--- config.mk ---
export PLATFORM = sky130hd
export DESIGN_NAME = program_loader
export DESIGN_NICKNAME = d
export VERILOG_FILES = /design/src/rtl/program_loader.sv
export SDC_FILE = /design/constraint.sdc
export NUM_CORES = 1
export LEC_CHECK = 0
export BUFFER_PORTS_ARGS = -buffer_cell sky130_fd_sc_hd__buf_2
export CAP_MARGIN = 20
export CORE_MARGIN = 2
export CORE_UTILIZATION = 58
export DETAILED_ROUTE_END_ITERATION = 6
export PLACE_DENSITY = 0.87
export SLEW_MARGIN = 10
export SYNTH_ARGS = -nofsm -noshare
export SYNTH_HDL_FRONTEND = slang
export SYNTH_SLANG_ARGS = --single-unit
--- constraint.sdc ---
create_clock -name CLK -period 2.6 [get_ports CLK]
set_input_delay 0.52 -clock CLK [delete_from_list [all_inputs] [get_ports CLK]]
set_output_delay 0.52 -clock CLK [all_outputs]
set_load 0.01 [all_outputs]
--- src/rtl/program_loader.sv ---
// program_loader
// Boot-time image loader. Takes a byte stream over a valid/ready handshake,
// assembles big-endian 16-bit words and writes them to consecutive memory
// addresses starting at BASE_ADDR. The datapath is held in reset (CPUHold)
// until the trailing XOR checksum byte has been matched.
//
// Stream: CNT_HI, CNT_LO, N x (DAT_HI, DAT_LO), CHK
//   CHK = XOR of every preceding byte, count bytes included.
//
// Ports
//   CLK        in   1   system clock, rising edge
//   RST_n      in   1   synchronous active-low reset
//   ByteIn     in   8   stream byte
//   ByteValid  in   1   ByteIn valid
//   ByteReady  out  1   loader can accept a byte
//   MemAddr    out  16  memory write address (registered)
//   MemDataIn  out  16  memory write data (registered)
//   MemWrite   out  1   write strobe, one cycle per word
//   CPUHold    out  1   holds datapath/control FSM in reset
//   Done       out  1   image loaded and verified (sticky until reset)
//   Error      out  1   oversize count or bad checksum (sticky until reset)
//
// state    | meaning
// ---------+---------------------------------------------------------
// S_CNT_HI | waiting for word count high byte
// S_CNT_LO | waiting for word count low byte, range-check the count
// S_DAT_HI | waiting for data word high byte
// S_DAT_LO | waiting for data word low byte, load address/data
// S_WRITE  | one-cycle memory write strobe, advance word index
// S_CHECK  | waiting for checksum byte
// S_DONE   | image verified, datapath released
// S_ERROR  | load rejected, datapath held
module program_loader #(
   parameter logic [15:0] BASE_ADDR = 16'h0000,
   parameter int unsigned MEM_DEPTH = 1024
) (
   input  logic        CLK,
   input  logic        RST_n,
   input  logic [7:0]  ByteIn,
   input  logic        ByteValid,
   output logic        ByteReady,
   output logic [15:0] MemAddr,
   output logic [15:0] MemDataIn,
   output logic        MemWrite,
   output logic        CPUHold,
   output logic        Done,
   output logic        Error
);

   typedef enum logic [2:0] {
      S_CNT_HI,
      S_CNT_LO,
      S_DAT_HI,
      S_DAT_LO,
      S_WRITE,
      S_CHECK,
      S_DONE,
      S_ERROR
   } state_t;

   // 17 bits so a depth of 65536 still compares correctly against a 16-bit count
   localparam logic [16:0] DEPTH_LIMIT = 17'(MEM_DEPTH);

   state_t      state_q, state_d;
   logic [15:0] cnt_q, cnt_d;
   logic [15:0] idx_q, idx_d;
   logic [15:0] addr_q, addr_d;
   logic [15:0] data_q, data_d;
   logic [7:0]  hi_q, hi_d;
   logic [7:0]  xor_q, xor_d;

   logic        ready_state;
   logic        accept;
   logic [15:0] cnt_full;
   logic [15:0] idx_inc;

   always_comb begin
      ready_state = 1'b0;
      case (state_q)
         S_CNT_HI, S_CNT_LO, S_DAT_HI, S_DAT_LO, S_CHECK: ready_state = 1'b1;
         default:                                         ready_state = 1'b0;
      endcase
   end

   // Gated by RST_n so the sender never sees ready while reset is asserted
   assign ByteReady = ready_state & RST_n;
   assign accept    = ByteValid & ByteReady;
   assign cnt_full  = {cnt_q[15:8], ByteIn};
   assign idx_inc   = idx_q + 16'd1;

   always_ff @(posedge CLK) begin
      if (!RST_n) begin
         state_q <= S_CNT_HI;
         cnt_q   <= 16'h0000;
         idx_q   <= 16'h0000;
         addr_q  <= BASE_ADDR;
         data_q  <= 16'h0000;
         hi_q    <= 8'h00;
         xor_q   <= 8'h00;
      end else begin
         state_q <= state_d;
         cnt_q   <= cnt_d;
         idx_q   <= idx_d;
         addr_q  <= addr_d;
         data_q  <= data_d;
         hi_q    <= hi_d;
         xor_q   <= xor_d;
      end
   end

   always_comb begin
      state_d = state_q;
      cnt_d   = cnt_q;
      idx_d   = idx_q;
      addr_d  = addr_q;
      data_d  = data_q;
      hi_d    = hi_q;
      xor_d   = xor_q;

      case (state_q)
         S_CNT_HI: begin
            if (accept) begin
               cnt_d   = {ByteIn, cnt_q[7:0]};
               xor_d   = xor_q ^ ByteIn;
               state_d = S_CNT_LO;
            end
         end
         S_CNT_LO: begin
            if (accept) begin
               cnt_d = cnt_full;
               xor_d = xor_q ^ ByteIn;
               if ({1'b0, cnt_full} > DEPTH_LIMIT) begin
                  state_d = S_ERROR;
               end else if (cnt_full == 16'h0000) begin
                  state_d = S_CHECK;
               end else begin
                  state_d = S_DAT_HI;
               end
            end
         end
         S_DAT_HI: begin
            if (accept) begin
               hi_d    = ByteIn;
               xor_d   = xor_q ^ ByteIn;
               state_d = S_DAT_LO;
            end
         end
         S_DAT_LO: begin
            if (accept) begin
               data_d  = {hi_q, ByteIn};
               addr_d  = BASE_ADDR + idx_q;
               xor_d   = xor_q ^ ByteIn;
               state_d = S_WRITE;
            end
         end
         S_WRITE: begin
            idx_d = idx_inc;
            if (idx_inc == cnt_q) begin
               state_d = S_CHECK;
            end else begin
               state_d = S_DAT_HI;
            end
         end
         S_CHECK: begin
            // checksum byte itself is not folded into the running XOR
            if (accept) begin
               state_d = (ByteIn == xor_q) ? S_DONE : S_ERROR;
            end
         end
         S_DONE:  state_d = S_DONE;
         S_ERROR: state_d = S_ERROR;
         default: state_d = S_ERROR;
      endcase
   end

   assign MemAddr   = addr_q;
   assign MemDataIn = data_q;
   assign MemWrite  = (state_q == S_WRITE);
   assign Done      = (state_q == S_DONE);
   assign Error     = (state_q == S_ERROR);
   assign CPUHold   = (state_q != S_DONE);

endmodule

* After elaboration in Yosys (flattened, before gate mapping)
Cells that the tools add are included.
** Word-level totals
- Bits of input ports :: 11
- Logic and storage cells :: 54
- Output and inout bits :: 37
- Flip-flop bits (word level) :: 83
** Operators by class
- Equal/unequal tests :: 15
- $add $sub $neg :: 1
- Bitwise operators :: 5
- Multiplexer cells :: 14
- Reduce and logical (&&, ||, !) cells :: 10
- Magnitude comparators :: 1
** Operator list (number)
- 16-bit one-hot mux with 2 select lines :: 1
- 3-bit 2-to-1 mux :: 8
- 3-bit one-hot mux with 8 select lines :: 1
- 16-bit by 1-bit adder with 16-bit output, second input constant :: 1
- 16-bit equality test :: 1
- 16-bit by 11-bit greater-than comparator with 1-bit output, second input constant :: 1
- 16-bit logical NOT :: 1
- 16-bit 2-to-1 mux :: 1
- 3-bit equality test, second input constant :: 4
- 2-bit != test, second input constant :: 5
- 8-bit equality test :: 1
- 8-bit 2-to-1 mux :: 1
- 8-bit XOR :: 1
- 3-bit by 2-bit equality test with 1-bit output, second input constant :: 2
- 2-bit AND reduction :: 3
- 3-bit AND reduction :: 2
- 5-bit AND reduction :: 1
- 5-bit OR reduction :: 1
- 4-bit OR reduction :: 1
- 3-bit by 1-bit equality test with 1-bit output, second input constant :: 1
- 3-bit logical NOT :: 1
- 3-bit != test, second input constant :: 1
- 1-bit bitwise AND :: 2
- 1-bit 2-to-1 mux :: 2
- 1-bit inverter :: 2

* Logic depth before layout (Yosys ltp)
- Word-level depth :: 7
- Depth in mapped cells :: 7
- Mapped depth without buffers :: 7

* Worst setup path after synthesis
OpenSTA, ideal clock, no wires.
- Kind :: input to register
- Start :: in ByteIn[6]
- End :: reg state_q[0]
- Cell stages on the path :: 7
- Library setup time :: 0.125 ns
- Slack :: 0.728 ns
- Buffers on the path :: 1
- Arrival time :: 1.747 ns
- Required time :: 2.475 ns
- Cell sequence :: clkbuf_1 -> xor2_1 -> nor4_1 -> nand4_1 -> o311a_1 -> o31ai_1 -> o21ai_1
** On the way
- Longest elaborated chain between the ends :: 5
- Elaborated cells between the ends (all ways) :: 9
- Classes of those cells :: order compare: 1; eq/ne: 1; mux: 6; reduce/logical: 1
** Ends and longest elaborated chain
- start, declared :: RTL line 39 : input logic [7:0] ByteIn,
- branches (longest 4 deep; another with 16-bit by 11-bit greater-than comparator with 1-bit output)
- 3-bit one-hot mux with 8 select lines * :: RTL line 120 : case (state_q)
- end signal, assigned :: RTL line 101 : state_q <= state_d;
- end, declared :: RTL line 64 : state_t state_q, state_d;
Mark *: on every way between the ends. The select of a mux whose other input is x is not followed.
A chain may end at the register's enable or synchronous reset.

* Final worst setup path
- Start :: reg state_q[0]
- End :: out MemWrite
** On the way
- Longest elaborated chain between the ends :: 1
** Ends and longest elaborated chain
- 3-bit equality test :: RTL line 178 : assign MemWrite = (state_q == S_WRITE);
- end, declared :: RTL line 44 : output logic MemWrite,
Every way passes these cells.

==> metrics.md <==
| Metric | Value |
|---|---|
| Status | finished clean |
| Max-slew violations | 0 |
| PostCTS Resize Cnt | 0 |
| Fillers | around 570 |
| Clk slew on worst S/H paths | about 0.08 ns |
| Horiz. Die Dim | 87.5 um |
| Req. time, crit path | about 2.1 ns |
| Starting Density | between 50% and 60% |
| ANT nets after route | 0 |
| LEAKAGE | ~1.7 nW |
| Share of the synthesized area in the top cell type | slightly above 40% |
| Synth cell types | between 40 and 50 |
| Worst vdd ir | between 0.0003 and 0.0004 V |
| Most frequent cell after synthesis | nand2_1 |
| Dpl hpwl | 5960 um |
| Worst setup path category | register to output pin |
| CTS Buf Count | 9 |
| Post-synth ARST share | 0% |
| Worst setup SP type | register |
| Layout cells sized above 1 | between 15 and 20% |
| CTS root buf | clkbuf_8 |
| Core area | between 6000 and 7000 um2 |
| Die Height | about 90 um |
| Final setup vio count | 0 |
| DR DRC count | 0 |
| Total power per unit cell area | between 500 and 600 nW/um2 |
| Syn Nets | between 400 and 500 |
| Synthesized area | 4040 um2 |
| RSZ-0062 raised after global routing | false |
| Worst Path Max Fanout | 21 |
| Full die area | roughly 7700 um2 |
| Post-CTS Setup Bufs | 0 |
| CTS tree | yes |
| First-pass GRT wire length | approximately 14000 um |
| Maxcap violations | 0 |
| Hold-fix buffer count after cts | 0 |
| Sink Count | 83 |
| IO Count | 48 |
| Yosys top cell by area | dfxtp_1 |
| Via density | 5.63 |
| Seq/Total Area, Yosys | 41.1% |
| Routed len/inst | about 15 um |
| Crit-path cells | nor2_1, nand2_1, inv_1, buf_2 |
| DRT Pass-1 Iters | 5 |
| Clock Latency Late Sink | between 0.3 and 0.4 ns |
| Syn Area/Cell | approximately 8.5 um2 |
| Largest net degree at the start of global routing | 85 |
| Slew @ Worst Pin | approximately 0.63 ns |
| DR iter-0 viols | between 200 and 250 |
| Total Neg Setup Slack | 0 ns |
| Nets | around 510 |
| Yosys warning total | 0 |
| GRT Total Usage | 23.8% |
| Vias in the first global route | approximately 3000 |
| Crit-path slowest cell | dfxtp_1 |
| Syn Inst Count | approximately 480 |
| CTS max path bufs | 2 |
| Final Cycle Share | about 92% |
| Worst path bufs/invs | 2 |
| Port bufs | 47 |
| Tmin final | between 2 and 2.5 ns |
| Post-synth top cells | nand2_1, dfxtp_1, a21boi_0 |
| Reg2Reg Setup Slack | 0.40 ns |
| Main area contributors after synthesis | dfxtp_1, nand2_1, a21boi_0 |
| Total number of vias | approximately 3300 |
| Row count | 30 |
| Hold Fails Final Rpt | 0 |
| EDFF count, synth | 0 |
| CP arrival | between 1.5 and 2 ns |
| WP depth | 4 |
| WHS Path Cells | 2 |
| Setup crit end kind | output pin |
| Slowest stage delay, CP | roughly 0.73 ns |
| Final Skew | roughly 0.018 ns |
| Most used flip-flop cell after synthesis | dfxtp_1 |
| Max H-tree Level | 3 |
| Hold Crit Class | register to register |
| Post-layout util | approximately 66% |
| Grt total ovfl | 0 |
| Initial antenna violation count | 0 |
| Synthesis-stage register bit count | 83 |
| Largest delay share family, worst path | flip-flops |
| Max_slew headroom | 57.8% |
| R2R cell count | 7 |
| FMAX | between 400 and 500 MHz |
| Global placement routability congestion | around 0.86 |
| Final wirelength | approximately 8500 um |
| Area grow syn2layout | 11.0% |
| Number of inserted diodes | 0 |
[tightest hold or removal path: stages, from the launching register on]
cell      delay (ns)
dfxtp_1         0.31
nand2_1         0.04
a21boi_0        0.06
[layout by cell type (no fill, tap or decap), types with 3 or more instances in the layout]
cell type | Yosys | layout
a21boi_0 | 51 | 51
and2_1 | 18 | 18
and3_1 | 3 | 3
buf_2 | 7 | 47
buf_4 | 1 | 7
clkbuf_8 | 0 | 10
dfxtp_1 | 83 | 83
inv_1 | 5 | 5
mux2i_1 | 9 | 9
nand2_1 | 103 | 103
nand3_1 | 22 | 22
nand4_1 | 7 | 7
nor2_1 | 8 | 8
nor2b_1 | 15 | 15
nor3_1 | 5 | 5
nor4_1 | 9 | 9
o21ai_0 | 11 | 11
xnor2_1 | 38 | 38
xor2_1 | 16 | 16
[stage by stage]
stage | cells | power (mW) | cell area, um2 | worst slack, ns | hold WS [ns]
floorplan | 478 | 1.50 | 4040 | 0.728 | 0.437
CTS | 587 | 2.58 | 4490 | 0.224 | 0.467
global placement | 571 | 1.54 | 4260 | 0.565 | 0.447
finish | 587 | 2.56 | 4490 | 0.195 | 0.462
detailed placement | 571 | 1.55 | 4260 | 0.449 | 0.455
global route | 587 | 2.66 | 4490 | 0.0611 | 0.482
[cells by family (layout without fill, tap and decap cells)]
group	after synthesis	in the layout	share of synthesized area (%)
adders and majority gates	1	1	0.309
AOI/OAI and AO/OA	79	79	14.1
buffers and inverters	46	75	4.61
muxes	9	9	2.23
xor gates and xnor gates	54	54	11.7
DFF	83	83	41.1
and+or+nand+nor	206	206	26.0
[report_power, final]
part	switching (mW)	internal, mW
clock	0.469	0.571
combinational	0.107	0.0869
sequential	0.0343	1.30
[metal layers]
metal | track usage (%) | part of all wire (%) | up-vias
li1 | - | - | 1644
met1 | 32.5 | 46 | 1549
met2 | 36.9 | 47 | 91
met3 | 4.64 | 5.3 | 18
met4 | 9.79 | 2.0 | 0
met5 | 0 | 0 | -
[worst paths after layout]
kind,startpoint,to
min,MemAddr[5],MemAddr[5]
min reg2reg,MemAddr[5],MemAddr[5]
max,state_q[0],MemWrite
max reg2reg,idx_q[0],state_q[1]
[layout make-up]
type	count	area (um2)	share of cell area, %
Tap cell	80	100	2.23
Timing Repair Buffer	54	288	6.41
Inverter	5	18.8	0.418
Clock inverter	5	83.8	1.87
Multi-Input combinational cell	349	2190	48.9
Clock buffer	11	141	3.15
Sequential cell	83	1660	37.0
[state kept, by name, indices dropped and copies added, names as in the netlist]
name and cells:
MemAddr 16, MemDataIn 16, state_q 3, xor_q 8, cnt_q 16, hi_q 8, idx_q 16
Power figures use the tool's default switching activity.
